==> config.mk <==
export PLATFORM = sky130hd
export DESIGN_NAME = ram_stream_reader
export DESIGN_NICKNAME = d
export VERILOG_FILES = /design/src/rtl/ram_stream_reader.sv
export SDC_FILE = /design/constraint.sdc
export NUM_CORES = 1
export LEC_CHECK = 0
export CAP_MARGIN = 0
export CORE_ASPECT_RATIO = 0.7
export CORE_MARGIN = 5
export CORE_UTILIZATION = 47
export CTS_CLUSTER_DIAMETER = 200
export CTS_CLUSTER_SIZE = 12
export DETAILED_ROUTE_END_ITERATION = 8
export GPL_ROUTABILITY_DRIVEN = 1
export GPL_TIMING_DRIVEN = 0
export HOLD_SLACK_MARGIN = 0.02
export PLACE_DENSITY = 0.7
export SYNTH_ARGS = -nofsm -noshare
export SYNTH_HDL_FRONTEND = slang
export SYNTH_SLANG_ARGS = --single-unit
==> constraint.sdc <==
create_clock -name clock -period 2.1 [get_ports clock]
set_input_delay 0.315 -clock clock [delete_from_list [all_inputs] [get_ports clock]]
set_output_delay 0.315 -clock clock [all_outputs]
set_load 0.02 [all_outputs]
==> src/rtl/ram_stream_reader.sv <==
// ram_stream_reader: read-side initiator for one port of a dual-port block RAM.
// Accepts (addr, length) commands, issues credit-limited back-to-back reads,
// tracks the fixed RAM read latency with a tag pipeline and buffers returned
// words in a 4-entry FIFO presented as a valid/ready stream.
// Optional feature macro: RAM_READER_REG2_EN selects read latency 2 (RAM with
// extra output register); undefined selects read latency 1.
module ram_stream_reader #(
    parameter int unsigned DATA_WIDTH = 8,
    parameter int unsigned ADDR_WIDTH = 10
) (
    input  logic                  clock,
    input  logic                  reset,
    input  logic                  cmd_valid,
    output logic                  cmd_ready,
    input  logic [ADDR_WIDTH-1:0] cmd_addr,
    input  logic [ADDR_WIDTH:0]   cmd_length,
    output logic                  ram_enable,
    output logic                  ram_write,
    output logic [ADDR_WIDTH-1:0] ram_addr,
    input  logic [DATA_WIDTH-1:0] ram_odata,
    output logic                  out_valid,
    input  logic                  out_ready,
    output logic [DATA_WIDTH-1:0] out_data,
    output logic                  out_last,
    output logic                  busy
);

`ifdef RAM_READER_REG2_EN
    localparam int unsigned LAT = 2;
`else
    localparam int unsigned LAT = 1;
`endif
    localparam int unsigned DEPTH = 4;
    localparam int unsigned PTR_W = 2;
    localparam int unsigned CNT_W = 3;
    localparam int unsigned OCC_W = CNT_W + 1;
    localparam int unsigned LEN_W = ADDR_WIDTH + 1;

    typedef enum logic [1:0] {
        S_IDLE  = 2'd0,
        S_ISSUE = 2'd1,
        S_DRAIN = 2'd2
    } state_t;

    state_t                  state_q, state_d;
    logic [ADDR_WIDTH-1:0]   addr_q, addr_d;
    logic [LEN_W-1:0]        rem_q, rem_d;

    // Tag pipeline: bit 0 is the cycle after issue, bit LAT-1 lines up with ram_odata.
    logic [LAT-1:0]          tag_vld_q;
    logic [LAT-1:0]          tag_last_q;

    logic [DATA_WIDTH-1:0]   fifo_data_q [DEPTH];
    logic [DEPTH-1:0]        fifo_last_q;
    logic [PTR_W-1:0]        wr_ptr_q;
    logic [PTR_W-1:0]        rd_ptr_q;
    logic [CNT_W-1:0]        count_q;

    logic                    issue_c;
    logic                    last_issue_c;
    logic                    push_c;
    logic                    pop_c;
    logic                    credit_c;
    logic [CNT_W-1:0]        inflight_c;
    logic [OCC_W-1:0]        occ_c;

    // Stream side: head of the FIFO is presented directly.
    assign out_valid  = (count_q != '0);
    assign out_data   = fifo_data_q[rd_ptr_q];
    assign out_last   = out_valid & fifo_last_q[rd_ptr_q];
    assign pop_c      = out_valid & out_ready;
    assign push_c     = tag_vld_q[LAT-1];

    assign cmd_ready  = (state_q == S_IDLE);
    assign busy       = (state_q != S_IDLE);
    assign ram_enable = issue_c;
    assign ram_write  = 1'b0;
    assign ram_addr   = addr_q;

    // Credit: buffered words plus reads in flight, less a word leaving now, must stay below depth.
    always_comb begin
        inflight_c = '0;
        for (int unsigned i = 0; i < LAT; i++) begin
            inflight_c = inflight_c + CNT_W'(tag_vld_q[i]);
        end
        occ_c    = OCC_W'(count_q) + OCC_W'(inflight_c);
        credit_c = occ_c < (pop_c ? OCC_W'(DEPTH + 1) : OCC_W'(DEPTH));
    end

    // Next-state and issue decode.
    always_comb begin
        state_d      = state_q;
        addr_d       = addr_q;
        rem_d        = rem_q;
        issue_c      = 1'b0;
        last_issue_c = 1'b0;
        case (state_q)
            S_IDLE: begin
                if (cmd_valid && (cmd_length != '0)) begin
                    addr_d  = cmd_addr;
                    rem_d   = cmd_length;
                    state_d = S_ISSUE;
                end
            end
            S_ISSUE: begin
                if (credit_c) begin
                    issue_c = 1'b1;
                    addr_d  = addr_q + ADDR_WIDTH'(1);
                    rem_d   = rem_q - LEN_W'(1);
                    if (rem_q == LEN_W'(1)) begin
                        last_issue_c = 1'b1;
                        state_d      = S_DRAIN;
                    end
                end
            end
            S_DRAIN: begin
                // Last word carries the end of the command; nothing else can be in flight.
                if (pop_c && out_last) begin
                    state_d = S_IDLE;
                end
            end
            default: state_d = S_IDLE;
        endcase
    end

    // Control state, tag pipeline and FIFO pointers.
    always_ff @(posedge clock) begin
        if (reset) begin
            state_q    <= S_IDLE;
            addr_q     <= '0;
            rem_q      <= '0;
            tag_vld_q  <= '0;
            tag_last_q <= '0;
            wr_ptr_q   <= '0;
            rd_ptr_q   <= '0;
            count_q    <= '0;
        end else begin
            state_q    <= state_d;
            addr_q     <= addr_d;
            rem_q      <= rem_d;
            tag_vld_q  <= LAT'({tag_vld_q, issue_c});
            tag_last_q <= LAT'({tag_last_q, last_issue_c});
            wr_ptr_q   <= wr_ptr_q + PTR_W'(push_c);
            rd_ptr_q   <= rd_ptr_q + PTR_W'(pop_c);
            count_q    <= count_q + CNT_W'(push_c) - CNT_W'(pop_c);
        end
    end

    // FIFO storage: capture RAM data when a tagged read matures.
    always_ff @(posedge clock) begin
        if (reset) begin
            for (int unsigned i = 0; i < DEPTH; i++) begin
                fifo_data_q[i] <= '0;
            end
            fifo_last_q <= '0;
        end else if (push_c) begin
            fifo_data_q[wr_ptr_q] <= ram_odata;
            fifo_last_q[wr_ptr_q] <= tag_last_q[LAT-1];
        end
    end

endmodule

==> results.txt, run 1 <==
Status: finished, violations left
Violated checks: negative setup slack
Clk_lat worst skew: 350 ps
Synth Flop Type: dfxtp_1
Share of the synthesized area in the top cell type: 0.272
Clk slew on worst S/H paths: 80 ps
Initial antenna violation count: 0
Worst R2R Setup Slack: -40 ps
Chip height: 82.5 um
Fin crit share: 1.02
Syn Inst Count: 346
Synth-to-Final Area Change: 32.2%
Seq/Total Area, Yosys: 0.476
H-tree depth: 3
GP Congestion: 0.906
CP startpoint: count_q[0]
Leading area contributor after synthesis: edfxtp_1
I/O pins: 57
Fin nets: 466
Core Footprint: 0.00732 mm2
Setup ws final: -37.4 ps
DRC Markers: 0
Ranking of synthesized cells by area: edfxtp_1 27%, dfxtp_1 20%, mux4_2 5.7%
R2R depth: 10
Worst vdd ir: 493 uV
CTS max path bufs: 2
Synth Register Bits: 68
Sw power: 2060 uW
Hold WC Path Type: flip-flop to flip-flop
Net Count, Synth: 390
Netlist cell types: 55
Cts bufs inserted: 9
Vias after detailed routing: 2900
Largest net degree at the start of global routing: 14
Antenna viol nets, final: 0
Layout cell share with drive strength beyond 1: 0.232
Util after Layout: 0.638
Fin. Hold Viols: 0
Critical Path Start Type: flip-flop
Antenna diode count: 0
Multiplexer share of the synthesized area: 0.0715
Post-DP HPWL: 6.41 mm
Row count: 26
Reg2Reg Launch Point: count_q[0]
Clk root buf: clkbuf_8
WP data arrival: 2420 ps
Combinational family with the most area after synthesis: simple AND/OR/NAND/NOR gates
Crit-path max FO: 7
Most frequent cells after synthesis: 46 x nor2_1, 36 x dfxtp_1, 32 x edfxtp_1
FF-to-FF End: ram_addr[2]
Clock Power Share: 0.221
Synthesized-area fraction occupied by adder cells: 0.0411
Final setup viols: 2
First drt pass iteration count: 4
# hold bufs at CTS: 0
Rel. slew slack: 0.529
Maxcap violations: 0
Part of the power in combinational logic: 0.444
Hold Worst Slack: 481 ps
Cell-internal power: 3450 uW
GRT overflow: 0
Crit path time final: 2140 ps
1st-iter DRT viols: 176
Critical path class: flip-flop to flip-flop
Number of synthesized flops with an enable pin: 32
Power per cell area: 1180 mW/mm2
Leak Pwr: 0.00175 uW
Die span in x: 114 um
Total GRT Usage: 0.201
Total power: 5500 uW
WP data required: 2380 ps
Worst setup endpoint: ram_addr[2]
Worst slew pin tran: 706 ps
Post-synthesis compound-gate area fraction: 0.149
PortBufs: 54
CTS tree: done
Synth Area in Simple Gates: 0.189
Max Freq: 468 MHz
Final slew viol count: 0
Clock skew: 9.46 ps
Post-Synth XOR/XNOR Area: 0.0174
CP Capture Type: flip-flop
Syn. warnings: 0
WL/cell: 18.1 um
CTS sink cnt: 68
Vias in the first global route: 2746
Ys async rst share: 0
First-pass GRT wire length: 14.3 mm
Initial Util: 0.483
Sequential power share: 0.336
Count leader, synth: nor2_1
Switching Fraction: 0.374
Area of the die: 0.00938 mm2
DR vias/cell: 5.52
Syn_area_per_cell: 10.2 um2
Mapped cell area: 0.00353 mm2
WL final: 9.50 mm
-- sequential cells by signal, summed over array words and instances (netlist names) --
| register | count |
|---|---|
| fifo_last_q | 4 |
| wr_ptr_q | 2 |
| ram_addr | 10 |
| rd_ptr_q | 2 |
| tag_last_q | 1 |
| count_q | 3 |
| state_q | 2 |
| push_c | 1 |
| fifo_data_q | 32 |
| rem_q | 11 |
-- cell usage in the layout (no fill, tap or decap), types with 3 or more instances in the layout --
cell type,instances
ha_4,4
nand2_1,31
clkinvlp_4,3
clkdlybuf4s50_1,44
nor4_2,3
buf_4,11
nand3_1,6
a21oi_2,6
nand4_1,3
dfxtp_1,31
inv_1,14
o21ai_2,6
a21oi_1,23
nor3_1,11
o32ai_1,4
clkbuf_1,13
edfxtp_1,32
nand2b_1,10
buf_6,5
clkbuf_8,9
ha_1,5
inv_2,4
a211oi_1,4
nor2_1,45
mux4_2,9
xor2_1,3
a211o_1,3
or2_2,4
o21ai_0,3
xnor2_1,4
dfxtp_4,4
mux2i_1,5
nor2b_1,6
dlygate4sd2_1,7
-- cells by family (layout without fill, tap and decap cells) --
group | after synthesis | in the layout
flops | 68 | 68
other cells | 1 | 1
buf+inv | 40 | 121
mux | 14 | 14
simple gates | 138 | 138
compound gates | 67 | 67
xor+xnor | 7 | 7
fa+ha+maj | 11 | 11
-- worst min-delay path by stage --
stage,slack (ps),from,endpoint,cells past startpoint
after CTS,480,rem_q[10],rem_q[10],2
after detailed placement,470,rem_q[10],rem_q[10],2
final,480,rem_q[10],rem_q[10],2
after floorplan,450,rem_q[10],rem_q[10],2
after global placement,460,rem_q[10],rem_q[10],2
after global routing,480,rem_q[10],rem_q[10],2
-- cell type report --
class                           instances  area, um2
Fill cell                             618       2650
Sequential cell                        68       1700
Timing Repair Buffer                   67        661
Clock inverter                          7        100
Inverter                               18       67.6
Tap cell                               98        123
Multi-Input combinational cell        238       1780
Clock buffer                            9        124
Buffer                                 20        118
-- critical path, cell delays in order, from the launching register on --
cell     delay [ps]
dfxtp_4         360
ha_4            170
ha_4            150
xnor2_1         260
a31o_4          170
buf_4           120
a31oi_4         100
buf_12          170
buf_4           140
or2_2           300
a21oi_2         120
-- timing repair --
action / in CTS / in global routing
pin swaps: 3 / 5
gates resized for setup: 31 / 26
setup buffers: 1 / 10
cloned: 1 / 1
endpoints found under the setup margin: 14 / 24
-- power by group through the flow --
| stage | clock, uW | sequential, uW | combinational [uW] |
|---|---|---|---|
| 2_1_floorplan | 0 | 1830 | 1390 |
| 3_3_place_gp | 0 | 1820 | 2060 |
| 3_5_place_dp | 0 | 1830 | 2090 |
| 4_1_cts | 1230 | 1830 | 2120 |
| 5_1_grt | 1290 | 1870 | 2630 |
| 6_report | 1210 | 1850 | 2440 |
-- stage by stage --
| step | area, um2 | std cells | setup slack [ps] | TNS [ps] |
|---|---|---|---|---|
| floorplan | 3540 | 346 | 11.5 | 0 |
| global placement | 4210 | 498 | -326 | -6550 |
| detailed placement | 4210 | 498 | -355 | -7450 |
| CTS | 4460 | 515 | -60.8 | -103 |
| global route | 4670 | 525 | -93.8 | -346 |
| finish | 4670 | 525 | -37.4 | -57.4 |
-- layer usage --
layer,vias to the layer above,global-route usage,part of all wire
met4,0,0.0588,0.0067
li1,1389,-,-
met5,-,0,0
met2,105,0.310,0.46
met3,6,0.0510,0.070
met1,1400,0.280,0.46
No activity file was read; power rests on OpenSTA's default activity.
==> inputs of run 2 (changes only) <==
- CTS_CLUSTER_DIAMETER: 200 -> 50
==> results of run 2 <==
The final DEF is identical to that of run 1; final timing and power are the same.
